`src/rtl/am_pkg.sv`:
```
// Shared constants and helpers for the AM receive path (am_demod and friends).
// Optional build macro used by this slice: AM_DC_BLOCK_EN (enables the DC blocker).
package am_pkg;

  // Input sample: 9-bit offset tone times 8-bit signed carrier.
  localparam int unsigned AM_IN_W      = 17;
  // Unsigned envelope width.
  localparam int unsigned AM_ENV_W     = 16;
  // Valid samples per rectified carrier half-period (fclk/100 carrier).
  localparam int unsigned AM_DEC_LEN   = 50;
  // Largest legal window length; sizes both the counter and the accumulator.
  localparam int unsigned AM_DEC_MAX   = 255;
  // Window-sum to envelope scaling.
  localparam int unsigned AM_OUT_SHIFT = 6;
  // DC tracker IIR coefficient exponent (2^-AM_DC_SHIFT).
  localparam int unsigned AM_DC_SHIFT  = 4;
  // Window counter width, enough to count to AM_DEC_MAX-1.
  localparam int unsigned AM_CNT_W     = $clog2(AM_DEC_MAX + 1);

  // Accumulator width that cannot wrap when summing AM_DEC_MAX rectified samples.
  function automatic int unsigned am_acc_w(input int unsigned in_w);
    return in_w + $clog2(AM_DEC_MAX + 1);
  endfunction

endpackage

```
`src/rtl/am_dc_block.sv`:
```
// Stage 3 of the AM receive path: turns each envelope update into a demodulated sample.
// With AM_DC_BLOCK_EN a first-order DC tracker is subtracted; otherwise the envelope
// is passed through zero-extended. Output timing is one clock after env_valid either way.
module am_dc_block
  import am_pkg::*;
#(
  parameter int unsigned ENV_W    = AM_ENV_W
`ifdef AM_DC_BLOCK_EN
  ,
  parameter int unsigned DC_SHIFT = AM_DC_SHIFT
`endif
) (
  input  logic             clk,
  input  logic             rst_n,
  input  logic [ENV_W-1:0] env_in,
  input  logic             env_vld,
  output logic [ENV_W:0]   demod_out,
  output logic             demod_valid
);

`ifdef AM_DC_BLOCK_EN

  logic signed [ENV_W:0] dc;
  logic signed [ENV_W:0] diff_c;

  // Envelope minus the running DC estimate; both fit in ENV_W+1 signed bits.
  assign diff_c = $signed({1'b0, env_in}) - dc;

  // Emit the DC-free sample and move the tracker a fraction of the error toward the envelope.
  always_ff @(posedge clk or negedge rst_n) begin
    if (!rst_n) begin
      dc          <= '0;
      demod_out   <= '0;
      demod_valid <= 1'b0;
    end else begin
      demod_valid <= env_vld;
      if (env_vld) begin
        demod_out <= diff_c;
        dc        <= dc + (diff_c >>> DC_SHIFT);
      end
    end
  end

`else

  // Pass the envelope through as a non-negative signed value.
  always_ff @(posedge clk or negedge rst_n) begin
    if (!rst_n) begin
      demod_out   <= '0;
      demod_valid <= 1'b0;
    end else begin
      demod_valid <= env_vld;
      if (env_vld) begin
        demod_out <= {1'b0, env_in};
      end
    end
  end

`endif

endmodule

```
`src/rtl/am_demod.sv`:
```
// AM envelope demodulator: full-wave rectify, integrate-and-dump over one rectified
// carrier half-period, saturate to the envelope width, then optional DC removal.
// Optional build macro: AM_DC_BLOCK_EN (adds the DC tracker in am_dc_block).
module am_demod
  import am_pkg::*;
#(
  parameter int unsigned IN_W      = AM_IN_W,
  parameter int unsigned DEC_LEN   = AM_DEC_LEN,
  parameter int unsigned OUT_SHIFT = AM_OUT_SHIFT,
  parameter int unsigned ENV_W     = AM_ENV_W
`ifdef AM_DC_BLOCK_EN
  ,
  parameter int unsigned DC_SHIFT  = AM_DC_SHIFT
`endif
) (
  input  logic             clk,
  input  logic             rst_n,
  input  logic [IN_W-1:0]  am_in,
  input  logic             am_valid,
  output logic [ENV_W-1:0] env_out,
  output logic             env_valid,
  output logic [ENV_W:0]   demod_out,
  output logic             demod_valid
);

  localparam int unsigned      ACC_W    = am_acc_w(IN_W);
  localparam int unsigned      CNT_W    = AM_CNT_W;
  localparam logic [CNT_W-1:0] CNT_LAST = CNT_W'(DEC_LEN - 1);
  localparam logic [ACC_W-1:0] ENV_MAX  = ACC_W'((64'd1 << ENV_W) - 64'd1);

  logic [IN_W-1:0]  abs_c;
  logic [IN_W-1:0]  abs_r;
  logic             abs_vld;
  logic [ACC_W-1:0] acc;
  logic [CNT_W-1:0] cnt;
  logic [ACC_W-1:0] sum_c;
  logic [ACC_W-1:0] shifted_c;
  logic [ENV_W-1:0] env_sat_c;

  // Two's-complement magnitude; the most negative input maps exactly to 2^(IN_W-1).
  assign abs_c = am_in[IN_W-1] ? (~am_in + IN_W'(1)) : am_in;

  // Stage 1: register the rectified sample; invalid cycles leave a bubble.
  always_ff @(posedge clk or negedge rst_n) begin
    if (!rst_n) begin
      abs_r   <= '0;
      abs_vld <= 1'b0;
    end else begin
      abs_vld <= am_valid;
      if (am_valid) begin
        abs_r <= abs_c;
      end
    end
  end

  // Window total including the current sample, scaled and clamped to the envelope range.
  assign sum_c     = acc + ACC_W'(abs_r);
  assign shifted_c = sum_c >> OUT_SHIFT;
  assign env_sat_c = (shifted_c > ENV_MAX) ? ENV_W'(ENV_MAX) : ENV_W'(shifted_c);

  // Stage 2: integrate valid samples and dump the envelope on the last one of each window.
  always_ff @(posedge clk or negedge rst_n) begin
    if (!rst_n) begin
      acc       <= '0;
      cnt       <= '0;
      env_out   <= '0;
      env_valid <= 1'b0;
    end else begin
      env_valid <= 1'b0;
      if (abs_vld) begin
        if (cnt == CNT_LAST) begin
          env_out   <= env_sat_c;
          env_valid <= 1'b1;
          acc       <= '0;
          cnt       <= '0;
        end else begin
          acc <= sum_c;
          cnt <= cnt + CNT_W'(1);
        end
      end
    end
  end

  // Stage 3: demodulated output, one clock behind the envelope.
  am_dc_block #(
    .ENV_W    (ENV_W)
`ifdef AM_DC_BLOCK_EN
    ,
    .DC_SHIFT (DC_SHIFT)
`endif
  ) u_dc_block (
    .clk         (clk),
    .rst_n       (rst_n),
    .env_in      (env_out),
    .env_vld     (env_valid),
    .demod_out   (demod_out),
    .demod_valid (demod_valid)
  );

endmodule
```
`config.mk`:
```
export PLATFORM = sky130hd
export DESIGN_NAME = am_demod
export DESIGN_NICKNAME = d
export VERILOG_FILES = /design/src/rtl/am_pkg.sv /design/src/rtl/am_dc_block.sv /design/src/rtl/am_demod.sv
export SDC_FILE = /design/constraint.sdc
export NUM_CORES = 1
export LEC_CHECK = 0
export CAP_MARGIN = 10
export CORE_AREA = 8 8 137 139
export CTS_BUF_LIST = sky130_fd_sc_hd__clkbuf_8 sky130_fd_sc_hd__clkbuf_16
export CTS_CLUSTER_SIZE = 8
export DETAILED_ROUTE_END_ITERATION = 8
export DIE_AREA = 0 0 145 147
export PLACE_DENSITY = 0.56
export SYNTH_ARGS = -nofsm -noshare
export SYNTH_HDL_FRONTEND = slang
export SYNTH_SLANG_ARGS = --single-unit
```
`constraint.sdc`:
```
create_clock -name clk -period 3.01 [get_ports clk]
set_clock_uncertainty 0.05 [all_clocks]
set_input_delay 0.4515 -clock clk [delete_from_list [all_inputs] [get_ports clk]]
set_output_delay 0.4515 -clock clk [all_outputs]
set_load 0.1 [all_outputs]
```
# Yosys cells after proc, flatten, opt, wreduce, memory -nomap -nowiden
# Cells that the tools add are included.
dict set report totals {
  inputBits 20
  output_inout_bits 35
  regBits 85
}
dict set report op_classes {
  muxes 6
  bitwise 1
  add_sub_neg 3
  magnitude_cmp 1
  n_eq_ne 1
  n_reduce_logical 1
}
# op count
set op_table {}
lappend op_table {{adder 25 x 17 -> 25 bit} 1}
lappend op_table {{two-way mux 25 bit} 1}
lappend op_table {{greater-than comparator 19 x 16 -> 1 bit, second input constant} 1}
lappend op_table {{adder 17 x 1 -> 17 bit, second input constant} 1}
lappend op_table {{two-way mux 17 bit} 1}
lappend op_table {{NOT 17 bit} 1}
lappend op_table {{two-way mux 16 bit} 1}
lappend op_table {{adder 8 x 1 -> 8 bit, second input constant} 1}
lappend op_table {{equality test 8 x 6 -> 1 bit, second input constant} 1}
lappend op_table {{two-way mux 8 bit} 1}
lappend op_table {{two-way mux 1 bit} 2}
lappend op_table {{AND reduction 2 bit} 1}

# Logic depth before layout (Yosys ltp)
# Gate-level depths: netlist of the first run.
dict set report logic_depth {
  ltp_word 3
  mapped_depth 12
  mapped_depth_nobuf 10
}

# Hierarchy
# A second synthesis of the first run with hierarchy kept.
dict set report hier_totals {
  cells_unflattened 469
  hier_area_um2 4867.2
}
# mod area_per_inst_um2 cells_per_inst n_inst
set modules_own_cells {}
lappend modules_own_cells {am_demod 4181.5 432 1}
lappend modules_own_cells {am_dc_block 685.7 37 1}

# Least setup slack after synthesis of the first run
# Ideal clock, no wire load.
dict set report synth_path {
  kind {register to register}
  from {register abs_r[0]}
  to {register env_out[10]}
  stages_incl_launch_ff 13
  period_less_slack_ns 2.415
  t_arrival_ns 2.287
  n_path_buf 2
  setup_time_ns 0.078
  required_time_ns 2.882
  setup_slack_ns 0.595
  path_cell_list {dfrtp_1 -> ha_1 -> inv_1 -> fa_1 -> nand2b_1 -> a21oi_1 -> o21a_1 -> o21a_1 -> o211ai_1 -> and4b_1 -> buf_6 -> buf_8 -> a21oi_1}
}
dict set report synth_between {
  elab_chain_cells 3
}
# element line
set synth_lines {}
lappend synth_lines {{start, declared} am_demod.sv:32} ;# logic [IN_W-1:0] abs_r;
lappend synth_lines {{start signal, assigned} am_demod.sv:51} ;# abs_r <= abs_c;
lappend synth_lines {{adder 25 x 17 -> 25 bit (*)} am_demod.sv:57} ;# assign sum_c = acc + ACC_W'(abs_r);
lappend synth_lines {{greater-than comparator 19 x 16 -> 1 bit} am_demod.sv:59} ;# assign env_sat_c = (shifted_c > ENV_MAX) ? ENV_W'(ENV_MAX) : ENV_W'(shifted_c);
lappend synth_lines {{two-way mux 16 bit (*)} am_demod.sv:59}
lappend synth_lines {{end signal, assigned} am_demod.sv:72} ;# env_out <= env_sat_c;
lappend synth_lines {{end, declared} am_demod.sv:20} ;# output logic [ENV_W-1:0] env_out,
# Every way passes the cells marked *; elsewhere a longest branch is shown, timed or not.
# A chain may end at the register's enable or synchronous reset.

# Worst setup path in the final report of the first run
dict set report layout_path {
  from {register abs_r[0]}
  to {register acc[24]}
}
dict set report layout_between {
  elab_chain_cells 2
}
# element line
set layout_lines {}
lappend layout_lines {{adder 25 x 17 -> 25 bit} am_demod.sv:57}
lappend layout_lines {{two-way mux 25 bit} am_demod.sv:71} ;# if (cnt == CNT_LAST) begin
lappend layout_lines {{end signal, assigned} am_demod.sv:77} ;# acc <= sum_c;
lappend layout_lines {{end, declared} am_demod.sv:34} ;# logic [ACC_W-1:0] acc;
# No other way between the ends.

==> results, run 1 <==
- The flow ran to the end, and the final reports show no timing, DRC or antenna violations.
- The initial antenna violation count is 0.
- Measured against its own limit, the worst slew margin works out to between 40% and 50%.
- Using the TritonRoute via totals, the vias-per-cell ratio works out to 4.80.
- The number of synthesis warnings is 0.
- The endpoint of the worst setup timing path is acc[24]$_DFFE_PN0P_.
- The clock root buffer is sky130_fd_sc_hd__clkbuf_16.
- The max-slew violation total from the final report is 0.
- Summed over its instances, the top area cell type makes up 45.2% of the synthesized netlist area.
- For the finished layout, the period the worst path requires is 2.73 ns.
- The net load switching power is 2.05 mW.
- The maximum resistive drop on vdd is 0.322 mV.
- The all-layer global routing usage is 10.5%.
- The first global-routing pass estimated 18.4 mm of wire.
- The number of violations reported at the end of detailed-routing iteration 0 is 206.
- The number of clock sinks seen by CTS is 85.
- TritonCTS built the clock tree.
- The type of the worst min-delay path is in2async.
- TritonCTS created 9 clock buffers.
- The worst reg-to-reg setup slack is 0.28 ns.
- The largest area contributor in the synthesized netlist is sky130_fd_sc_hd__dfrtp_1.
- The via count of the first global-routing pass is 3,612.
- Setup repair after global routing left no endpoint under its margin.
- Entering global routing, the biggest net connects 45 pins.
- The worst-case clock buffer depth is 2.
- The max-capacitance violation count is 0.
- Averaged over all synthesized cells, the footprint is 9.89 um2.
- Yosys instantiated no cell more often than sky130_fd_sc_hd__dfrtp_1.
- The startpoint type of the worst setup path is a flop.
- For this design, the CTS-stage hold fixing added 0 buffers.
- The standard cell core area is ~17,000 um2.
- Once the floorplan was initialized, standard cells occupied 28.1% of the core.
- The area enclosed by the die boundary is 21,300 um2.
- Setup violations remaining at the end of the flow were counted as 0.
- The transition time at the pin with the least slew margin is between 0.8 and 0.9 ns.
- The final layout contains routed wiring with a total length of 10.8 mm.
- The total number of vias is 3,641.
- The number of optimization iterations in the first detailed-route pass is 4.
- The upper clock frequency limit is 0.366 GHz.
- During placement, the flow inserted port buffers numbering 53.
- The total standard cell area after synthesis is 4710 um2.
- The height of the die is between 100 and 150 um.
- Summed over all layers, the global routing overflow is 0.
- The placer congestion estimate is 0.841.
- The share of total power in the clock network is 21.3%.
- The sort of element at the end of the critical path is a flop.
- The layout has 1,737 filler cells.
- The distinct cell type count after synthesis is 60.
- Dividing the detail-routed wire length by the instance count gives 14.3 um.
- The startpoint identified for the worst register-to-register timing path is abs_r[0]$_DFFE_PN0P_.
- Yosys attributes the largest share of cell area to sky130_fd_sc_hd__dfrtp_1, sky130_fd_sc_hd__mux2_2, sky130_fd_sc_hd__ha_1.
- Counting flops with an async set or reset pin after synthesis yields a share of between 90% and 100%.
- The number of storage elements in the synthesis netlist is 85.
- The post-synth net total is 517.
- The total I/O pin count is 55.
- Clock-pin slew was measured on the worst setup and hold paths at 0.07 ns.
- Setup total negative slack on the finished layout was measured at 0 ns.
- Clock latency on the worst-skew pair, taken at its later pin, is 0.35 ns.
- The number of enable-type register cells in the synthesized netlist is 0.
- The H-tree was split into 3 levels.
- Measured along the x axis, the die boundary spans 145 um.
- The worst register-to-register path ends at acc[24]$_DFFE_PN0P_.
- The number of cells on the worst reg-to-reg path is 10.
- The internal power of the cells totals 2.75 mW.
- The cell count after synthesis is around 480.
- The fraction of power spent switching nets is a little over two fifths.
- The leakage power is roughly 2.6 nW.
- For this run, the post-layout net count is 569.
- The tightest hold path in the finished design has a slack of 0.0413 ns.
- Counting instances in the post-synthesis netlist gives the leading cell types as sky130_fd_sc_hd__dfrtp_1, sky130_fd_sc_hd__nor2_1, sky130_fd_sc_hd__a21oi_1.
- 0 antenna diodes ended up in the layout.
- The part of the total power dissipated in sequential elements is ~33%.
- The type of the setup path with the least slack is reg2reg.
- The share of total power dissipated in combinational logic is about 46%.
- The worst endpoint required time is 3.20 ns.
- Along the worst path, the maximum fanout reaches 5.
- The worst setup path startpoint is abs_r[0]$_DFFE_PN0P_.
- The area growth from synthesis to layout is 20.5%.
- Summing the sequential cell areas from Yosys gives 45.2% of the chip area.
- Of the available clock period, the critical path in the final layout requires 90.7%.
- The number of placement rows is 48.
- In the routed design, unresolved DRC markers number 0.
- The half-perimeter wire length after placement is ~8.3 mm.
- The layout cell share with drive strength beyond 1 is 17.8%.
- The dominant synthesized flop cell is sky130_fd_sc_hd__dfrtp_1.
- For the worst setup path, the data arrival time is 2.92 ns.
- In this run the remaining antenna-violating nets after routing total 0.
- The ratio of total power to cell area is 846 nW/um2.
- The number of endpoints with negative hold slack in the final report is 0.
-- worst max-delay path, stage by stage (launching register included) --
cell	delay, ns
sky130_fd_sc_hd__dfrtp_1	0.36
sky130_fd_sc_hd__ha_1	0.20
sky130_fd_sc_hd__inv_1	0.07
sky130_fd_sc_hd__fa_1	0.38
sky130_fd_sc_hd__nand2b_1	0.17
sky130_fd_sc_hd__a21oi_1	0.27
sky130_fd_sc_hd__o21a_1	0.25
sky130_fd_sc_hd__o21a_1	0.21
sky130_fd_sc_hd__o21bai_1	0.17
sky130_fd_sc_hd__o211a_1	0.24
sky130_fd_sc_hd__a211o_1	0.25
-- power by group through the flow --
| stage | clock network, mW | logic [mW] | registers (mW) |
|---|---|---|---|
| final | 1.02 | 2.19 | 1.59 |
| after global routing | 1.10 | 2.42 | 1.62 |
| after CTS | 1.06 | 2.19 | 1.59 |
| after detailed placement | 0 | 2.17 | 1.60 |
| after global placement | 0 | 2.16 | 1.59 |
| after floorplan | 0 | 1.46 | 1.77 |
-- state kept, by name, summed over array words and instances (netlist names) --
signal                  cells
acc                        25
u_dc_block.demod_valid      1
u_dc_block.demod_out       16
env_valid                   1
abs_r                      17
cnt                         8
env_out                    16
abs_vld                     1
-- stage by stage --
step	total power [mW]	worst slack, ns	instance area, um2	instances	utilization [%]
after floorplan	3.23	0.595	4710	476	-
after global placement	3.76	0.282	5400	742	32.2
after detailed placement	3.78	0.139	5400	742	32.2
after CTS	4.83	0.108	5670	758	33.8
after global routing	5.14	0.0846	5670	758	33.8
final	4.80	0.281	5670	758	33.8
-- cell type report --
class | count | area, um2 | area share [%]
multi-input combinational | 356 | 2410 | 42.5
tap | 225 | 282 | 4.96
sequential | 85 | 2130 | 37.5
inverter | 14 | 52.6 | 0.927
clock inverter | 7 | 48.8 | 0.861
timing repair buffer | 62 | 523 | 9.22
clock buffer | 9 | 225 | 3.97
-- placed cells by master (no fill, tap or decap), types with 6 or more instances in the layout --
master,Yosys,layout
sky130_fd_sc_hd__clkdlybuf4s50_1,0,18
sky130_fd_sc_hd__xnor2_1,12,12
sky130_fd_sc_hd__clkbuf_16,0,9
sky130_fd_sc_hd__nand2b_1,6,6
sky130_fd_sc_hd__xor2_1,21,21
sky130_fd_sc_hd__a21o_1,10,10
sky130_fd_sc_hd__ha_1,20,20
sky130_fd_sc_hd__o2bb2ai_1,13,13
sky130_fd_sc_hd__dfrtp_1,85,85
sky130_fd_sc_hd__nand2_1,35,35
sky130_fd_sc_hd__or3_1,6,6
sky130_fd_sc_hd__a21oi_1,39,39
sky130_fd_sc_hd__o21a_1,6,6
sky130_fd_sc_hd__mux2_2,23,23
sky130_fd_sc_hd__nor3_1,12,12
sky130_fd_sc_hd__nand3_1,7,7
sky130_fd_sc_hd__buf_4,3,43
sky130_fd_sc_hd__inv_1,13,13
sky130_fd_sc_hd__o21ai_0,29,29
sky130_fd_sc_hd__nor2_1,45,45
-- routing by layer --
layer	track usage [%]	vias to the layer above	share of wire, %
met5	0	-	0
met4	3.95	0	1.3
met3	2.86	11	4.2
met2	15.7	76	43
met1	14.3	1736	52
li1	-	1818	-
-- cells by family after synthesis --
family | synth area share (%)
AND/OR/NAND/NOR | 14.4
XOR/XNOR | 6.14
adder cells (fa/ha/maj) | 5.74
AO/OA/AOI/OAI | 19.0
other | 0.0797
buffers and inverters | 3.59
multiplexers | 5.93
flip-flops | 45.2
-- worst min path at each step --
stage                                                      to  slack [ns]  depth (start not counted)
final                     u_dc_block.demod_out[8]$_DFFE_PN0P_        0.04                          1
after global placement                     acc[5]$_DFFE_PN0P_        0.41                          2
after CTS                 u_dc_block.demod_out[8]$_DFFE_PN0P_        0.05                          1
after global routing      u_dc_block.demod_out[8]$_DFFE_PN0P_        0.08                          1
after detailed placement                   cnt[7]$_DFFE_PN0P_        0.42                          1
after floorplan                          abs_r[0]$_DFFE_PN0P_        0.11                          0
-- timing repair --
action	4_1_cts	5_1_grt
resized for setup	0	1
setup endpoints to repair	0	16
buffers inserted	0	0
Note: power is estimated with default switching activity, not from simulation.
==> inputs of run 2 (changes only) <==
--- a/config.mk
+++ b/config.mk
@@ -6,12 +6,12 @@
 export NUM_CORES = 1
 export LEC_CHECK = 0
 export CAP_MARGIN = 10
-export CORE_AREA = 8 8 137 139
+export CORE_AREA = 2 2 131 133
 export CTS_BUF_LIST = sky130_fd_sc_hd__clkbuf_8 sky130_fd_sc_hd__clkbuf_16
 export CTS_CLUSTER_SIZE = 8
 export DETAILED_ROUTE_END_ITERATION = 8
-export DIE_AREA = 0 0 145 147
-export PLACE_DENSITY = 0.56
+export DIE_AREA = 0 0 133 135
+export MAX_ROUTING_LAYER = met4
 export SYNTH_ARGS = -nofsm -noshare
 export SYNTH_HDL_FRONTEND = slang
 export SYNTH_SLANG_ARGS = --single-unit
==> run 2 against run 1 <==
Effect of this change: hold slack better by 0.21 ns; register-to-register slack lost 0.02 ns; critical path depth did not move; critical path type unchanged; sequential power about the same; wire length decreased by 2.5%; total power increased by 0.79%.
==> results, run 2 (same netlist as run 1, synthesis figures left out) <==
- The routed wire length is 10.5 mm.
- The max-slew violation total from the final report is 0.
- In this run the number of H-tree levels came out at 3.
- The maximum number of pins on one net before global-route repair is 86.
- The final non-filler cell total is 750.
- The floorplan die width is between 100 and 150 um.
- The post-route total power is roughly 4.8 mW.
- After filler insertion, the fill cell instance count of the layout stands at about 1,700.
- The initial antenna violation count is 0.
- Data on the critical path is required at its endpoint by 3.22 ns.
- The number of optimization iterations in the first detailed-route pass is 4.
- The flow ran to the end, and the final reports show no timing, DRC or antenna violations.
- After detailed routing, the average wire length per cell comes to 14.1 um.
- CTS saw 85 sinks.
- In the final design database the tool counted 566 nets.
- Following the worst setup path forward leads to its endpoint at env_out[2]$_DFFE_PN0P_.
- The clock tree from TritonCTS is built.
- After routing, the total negative slack on setup checks comes to 0 ns.
- The total I/O pin count is 55.
- For this run, design rule violations remaining after detail routing come to 0.
- The worst setup path startpoint is acc[0]$_DFFE_PN0P_.
- The count of port buffers added during placement is 53.
- Clock-pin slew was measured on the worst setup and hold paths at 0.06 ns.
- The first global-routing pass estimated 17.8 mm of wire.
- Measured along the y axis, the die boundary spans roughly 140 um.
- Row generation in the floorplan step produced 47 rows.
- The final critical path takes up 91.3% of the cycle.
- The upper clock frequency limit is 0.364 GHz.
- Relative to the synthesized area, the layout overhead comes to 20.2%.
- Across all layers, the routed design uses 3,697 vias.
- The register with the most flip-flops in the layout has 25 of them.
- Setup violations remaining at the end of the flow were counted as 0.
- The library cell used most frequently in the layout, excluding fill and tap cells, is sky130_fd_sc_hd__dfrtp_1.
- The ratio of total power to cell area is 855 nW/um2.
- The antenna violation net count after detailed routing is 0.
- The highest net fanout along the worst path is 16.
- In the layout the commonest cells are sky130_fd_sc_hd__dfrtp_1, sky130_fd_sc_hd__nor2_1, sky130_fd_sc_hd__buf_4.
- The starting density of the core is 28.7%.
- The number of violations reported at the end of detailed-routing iteration 0 is 161.
- The largest registers in the layout are acc (25), abs_r (17).
- The half-perimeter wire length after placement is 7.75 mm.
- The startpoint type of the worst setup path is a flop.
- The critical path in this run is classified as reg2reg.
- The die covers between 15,000 and 20,000 um2.
- Ranked by flip-flop count, first place goes to acc.
- The total placed cells including tap cells is 734.
- Across the run, the number of max-cap violations was 0.
- The area taken by multi-input logic gates is roughly 2400 um2.
- The core region is ~16,000 um2.
- The number of buffers created by CTS is 9.
- The path depth of the worst reg2reg path is 10.
- The number of setup buffers added after CTS is 0.
- The number of endpoints with negative hold slack in the final report came to 0.
- Headroom to the max-slew limit came out at roughly 29%.
- The all-layer global routing usage is between 10% and 20%.
- The worst-skew pair later-pin latency is between 0.3 and 0.4 ns.
- The area taken by flip-flops and latches is 2130 um2.
- The maximum resistive drop on vdd is ~0.4 mV.
- The sort of element at the end of the critical path is a flop.
- The capturing point of the worst reg2reg path is env_out[2]$_DFFE_PN0P_.
- The layout cell share with drive strength beyond 1 is 17.4%.
- Setup repair after global routing left no endpoint under its margin.
- The utilization after layout is between 30 and 40%.
- The placer congestion estimate is around 0.93.
- The detail-routed via count per cell is just under 5.
- In this run the worst hold path is classified as in2async.
- In this run the critical register-to-register path is launched from acc[0]$_DFFE_PN0P_.
- The transition time at the pin with the least slew margin is 1.07 ns.
- The number of buffers inserted for hold repair after clock tree synthesis is 0.
- The total overflow left after global routing is 0.
- The worst reg-to-reg setup slack is 0.26 ns.
- Data arrives at the worst endpoint at 2.96 ns.
- The number of antenna diodes in the final layout is 0.
- The leakage power is 2.56 nW.
- The via count of the first global-routing pass is 3,611.
- The final critical delay including setup and external delays is 2.75 ns.
- The tree is rooted in a sky130_fd_sc_hd__clkbuf_16.
- The worst-case clock buffer depth is 2.
run 2: cell types whose count changed in the layout (fill, tap and decap cells not counted), sizes merged:
| cell | before | now |
|---|---|---|
| clkinvlp | 1 | 0 |
| buf | 44 | 41 |
| clkbuf | 9 | 10 |
| inv | 15 | 13 |
| bufinv | 0 | 1 |
| clkinv | 5 | 6 |
run 2: timing repair:
item | 4_1_cts | 5_1_grt
resized for setup | 0 | 1
setup endpoints to repair | 0 | 16
hold endpoints to repair | 0 | 0
run 2: worst min path at each step:
stage / start / endpoint / slack (ns) / cells past startpoint
floorplan: rst_n / abs_r[0]$_DFFE_PN0P_ / 0.11 / 0
global placement: acc[5]$_DFFE_PN0P_ / acc[5]$_DFFE_PN0P_ / 0.41 / 2
detailed placement: acc[5]$_DFFE_PN0P_ / acc[5]$_DFFE_PN0P_ / 0.42 / 2
CTS: rst_n / u_dc_block.demod_out[5]$_DFFE_PN0P_ / 0.30 / 1
global route: rst_n / u_dc_block.demod_out[5]$_DFFE_PN0P_ / 0.34 / 1
finish: rst_n / u_dc_block.demod_out[6]$_DFFE_PN0P_ / 0.25 / 1
run 2: area by class of cell:
| type | instances | share of cell area (%) |
|---|---|---|
| timing repair buffer | 59 | 8.63 |
| sequential | 85 | 37.6 |
| multi-input combinational | 356 | 42.6 |
| tap | 220 | 4.87 |
| inverter | 14 | 0.929 |
| clock buffer | 10 | 4.22 |
| clock inverter | 6 | 1.11 |
run 2: critical path: stages (launching register included):
cell	delay, ns
sky130_fd_sc_hd__dfrtp_1	0.35
sky130_fd_sc_hd__ha_1	0.19
sky130_fd_sc_hd__inv_1	0.06
sky130_fd_sc_hd__fa_1	0.39
sky130_fd_sc_hd__nand2b_1	0.18
sky130_fd_sc_hd__a21oi_1	0.26
sky130_fd_sc_hd__o21a_1	0.25
sky130_fd_sc_hd__o21a_1	0.21
sky130_fd_sc_hd__o211ai_1	0.13
sky130_fd_sc_hd__and4b_2	0.40
sky130_fd_sc_hd__a21oi_1	0.20
run 2: per-layer routing:
metal | wire [um] | global-route usage (%)
met1 | 5180 | 17.1
met2 | 4630 | 18.7
met3 | 530 | 2.89
met4 | 203 | 5.44
met5 | 0 | -
run 2: metrics by stage:
stage,hold slack (ns),area (um2),worst slack (ns)
floorplan,0.106,4710,0.595
global placement,0.410,5350,0.252
detailed placement,0.420,5350,0.0666
CTS,0.302,5660,0.0614
global route,0.345,5660,0.0263
finish,0.254,5660,0.262
run 2: where the power goes:
group          switching (mW)  internal [mW]  leakage [nW]
Combinational            1.33          0.802          1.31
Sequential              0.206           1.38          1.09
Clock                   0.455          0.663         0.152
Total                    1.99           2.84          2.56
==> inputs of run 3 (changes only) <==
==> constraint.sdc (replaced) <==
create_clock -name clk -period 3.35 [get_ports clk]
set_clock_uncertainty 0.05 [all_clocks]
set_input_delay 0.5025 -clock clk [delete_from_list [all_inputs] [get_ports clk]]
set_output_delay 0.5025 -clock clk [all_outputs]
set_load 0.1 [all_outputs]
==> run 3 against run 2 <==
Effect of this change: combinational power down 10%; via count up 0.22%; cell area up 0.91%; utilization up 0.31 points; die area unchanged; critical endpoint unchanged; final cell count unchanged; critical path depth unchanged; first-iteration DRC count down 23%; sequential power down 10%.
==> results, run 3 (same netlist as run 1, synthesis figures left out) <==
- The flow ran to the end, and the final reports show no timing, DRC or antenna violations.
- For this configuration, the core starts out at a cell density of approximately 29%.
- On the final layout, the worst hold slack is around 0.31 ns.
- The number of buffers created by CTS is 9.
- The final non-filler cell total is 750.
- The initialized floorplan defines 47 standard-cell rows.
- The area of all placed cells without fillers is 5710 um2.
- The tightest min-delay check is of the in2async type.
- The startpoint type of the worst setup path is a flop.
- The total number of vias is approximately 3,700.
- The detail-routed net length per standard cell is 13.7 um.
- The worst pin sits at a relative slew slack of between 30% and 40%.
- The floorplan die width is between 100 and 150 um.
- The number of setup violations in the final report is 0.
- The total I/O pin count is 55.
- Across the run, the number of max-cap violations was 0.
- The share of total power in the clock network is a little over a fifth.
- At the placement stage, the worst setup path has a slack of 0.488 ns.
- Once detail routing completed, the nets flagged for antenna violations numbered 0.
- The number of violations reported at the end of detailed-routing iteration 0 is 124.
- TritonCTS built the clock tree.
- The all-layer global routing usage is roughly an eighth.
- Including well taps, the total number of placed cells is approximately 740.
- The highest net fanout along the worst path is 16.
- In this run, post-CTS repair resized a total of 0 instances.
- The height of the die is approximately 140 um.
- The count of port buffers added during placement is 53.
- The count of H-tree levels built during CTS is 3.
- The number of setup buffers added after CTS is 0.
- The layout cell share with drive strength beyond 1 is between 10% and 20%.
- For this block, the routed nets add up to 10.3 mm of wire.
- The final layout contains 567 nets.
- For this design the ratio of total power to cell area is between 700 and 800 nW/um2.
- Clock tree synthesis found a total of 85 sinks.
- The die covers 18,000 um2.
- The upper clock frequency limit is approximately 0.35 GHz.
- The sort of element at the end of the critical path is a flop.
- The cell-internal power is 2.52 mW.
- The maximum resistive drop on vdd is 0.331 mV.
- The via count of the first global-routing pass is 3,687.
- Of the total power, the share spent switching nets is 40.8%.
- For this run, design rule violations remaining after detail routing come to 0.
- Setup repair after global routing left no endpoint under its margin.
- The clock root buffer is sky130_fd_sc_hd__clkbuf_16.
- Of the available clock period, the critical path in the final layout requires 86.1%.
- The net load switching power is approximately 1.7 mW.
- The transition time at the pin with the least slew margin is 1.05 ns.
- The library cell used most frequently in the layout, excluding fill and tap cells, is sky130_fd_sc_hd__dfrtp_1.
- At the later pin of the worst-skew pair, clock insertion delay measures 0.34 ns.
- The type of the setup path with the least slack is reg2reg.
- Relative to the synthesized area, the layout overhead comes to 21.3%.
- Summing all placed instances gives a cell area of 5430 um2.
- Of the total power, registers draw between 30 and 40%.
- The leakage power is 2.51 nW.
- The largest registers in the layout are acc (25), abs_r (17).
- After detailed routing, the number of vias per cell comes to 4.94.
- The maximum number of pins on one net before global-route repair is 86.
- Routability-driven placement finished with a final weighted congestion of 0.917.
- The initial antenna violation count was 0.
- The number of optimization iterations in the first detailed-route pass is 4.
- The worst path arrival time is 3.02 ns.
- In this run, post-CTS hold repair placed 0 buffers.
- In the layout the commonest cells are sky130_fd_sc_hd__dfrtp_1, sky130_fd_sc_hd__nor2_1, sky130_fd_sc_hd__clkdlybuf4s50_1.
- The clock transition at the registers of the reported paths is 0.06 ns.
- The total area inside the core boundary comes to 16,400 um2.
- The residual overflow from global routing is 0.
- The longest clock path from root to sink contains 2 buffers.
- Ranked by flip-flop count, first place goes to acc.
- The number of endpoints with negative hold slack in the final report was 0.
- The global-route wire length before repair is around 18 mm.
- The max-slew violation total from the final report is 0.
- The post-route setup TNS is 0 ns.
- The antenna diode instance count is 0.
- Detailed placement ended at an HPWL of 7.72 mm.
- Data on the critical path is required at its endpoint by between 3 and 4 ns.
- The final worst setup slack is between 0.4 and 0.5 ns.
- The combinational fraction of design power is approximately 45%.
- The final critical delay including setup and external delays is 2.89 ns.
- The flip-flop count of the largest register after layout is 25.
-- run 3: cell types whose count changed in the layout (fill, tap and decap cells not counted) --
cell / delta
sky130_fd_sc_hd__clkdlybuf4s50_1: +27
sky130_fd_sc_hd__buf_4: -26
sky130_fd_sc_hd__clkbuf_8: +2
sky130_fd_sc_hd__clkinv_2: -2
sky130_fd_sc_hd__clkinv_4: -2
sky130_fd_sc_hd__inv_1: +2
sky130_fd_sc_hd__and4b_1: +1
sky130_fd_sc_hd__and4b_2: -1
sky130_fd_sc_hd__bufinv_16: -1
-- run 3: critical path, cell delays in order (launching register included) --
cell	delay [ns]
sky130_fd_sc_hd__dfrtp_1	0.36
sky130_fd_sc_hd__ha_1	0.19
sky130_fd_sc_hd__inv_1	0.06
sky130_fd_sc_hd__fa_1	0.38
sky130_fd_sc_hd__nand2b_1	0.18
sky130_fd_sc_hd__a21oi_1	0.25
sky130_fd_sc_hd__o21a_1	0.24
sky130_fd_sc_hd__o21ai_0	0.09
sky130_fd_sc_hd__o211ai_1	0.11
sky130_fd_sc_hd__and4b_1	0.66
sky130_fd_sc_hd__a21oi_1	0.16
-- run 3: final timing paths --
| kind | cells past startpoint | slack [ns] | startpoint | endpoint |
|---|---|---|---|---|
| worst min-delay path | 1 | 0.31 | rst_n | u_dc_block.demod_out[5]$_DFFE_PN0P_ |
| worst max-delay path | 10 | 0.46 | abs_r[0]$_DFFE_PN0P_ | env_out[2]$_DFFE_PN0P_ |
| worst max register to register | 10 | 0.46 | abs_r[0]$_DFFE_PN0P_ | env_out[2]$_DFFE_PN0P_ |
| max in group asynchronous | 1 | 2.28 | rst_n | abs_r[4]$_DFFE_PN0P_ |
| min in group clk | 2 | 0.44 | acc[3]$_DFFE_PN0P_ | acc[3]$_DFFE_PN0P_ |
| worst min register to register | 2 | 0.44 | acc[3]$_DFFE_PN0P_ | acc[3]$_DFFE_PN0P_ |
-- run 3: stage by stage --
step	total power [mW]	util, %
global route	4.60	34.8
floorplan	2.90	-
detailed placement	3.34	33.1
CTS	4.28	34.8
finish	4.26	34.8
global placement	3.30	33.1
-- run 3: area by class of cell --
cell class	instances	area [um2]
fillers	1630	10700
multi-input cells	356	2410
flip-flops and latches	85	2130
repair buffers	60	563
well taps	220	275
clock buffers	12	267
inverters	14	52.6
clock inverters	3	12.5
-- run 3: metal layers --
| layer | vias to the layer above | GRT usage [%] | part of all wire (%) |
|---|---|---|---|
| met2 | 96 | 19.3 | 45 |
| li1 | 1810 | - | - |
| met1 | 1789 | 17.0 | 48 |
| met3 | 10 | 3.34 | 5.7 |
| met5 | - | - | 0 |
| met4 | 0 | 4.84 | 1.3 |
-- run 3: power groups by stage --
stage          Clock (mW)  Combinational [mW]  Sequential, mW
6_report            0.923                1.91            1.42
3_3_place_gp            0                1.87            1.43
2_1_floorplan           0                1.31            1.59
5_1_grt             0.997                2.14            1.46
3_5_place_dp            0                1.90            1.43
4_1_cts             0.953                1.91            1.42
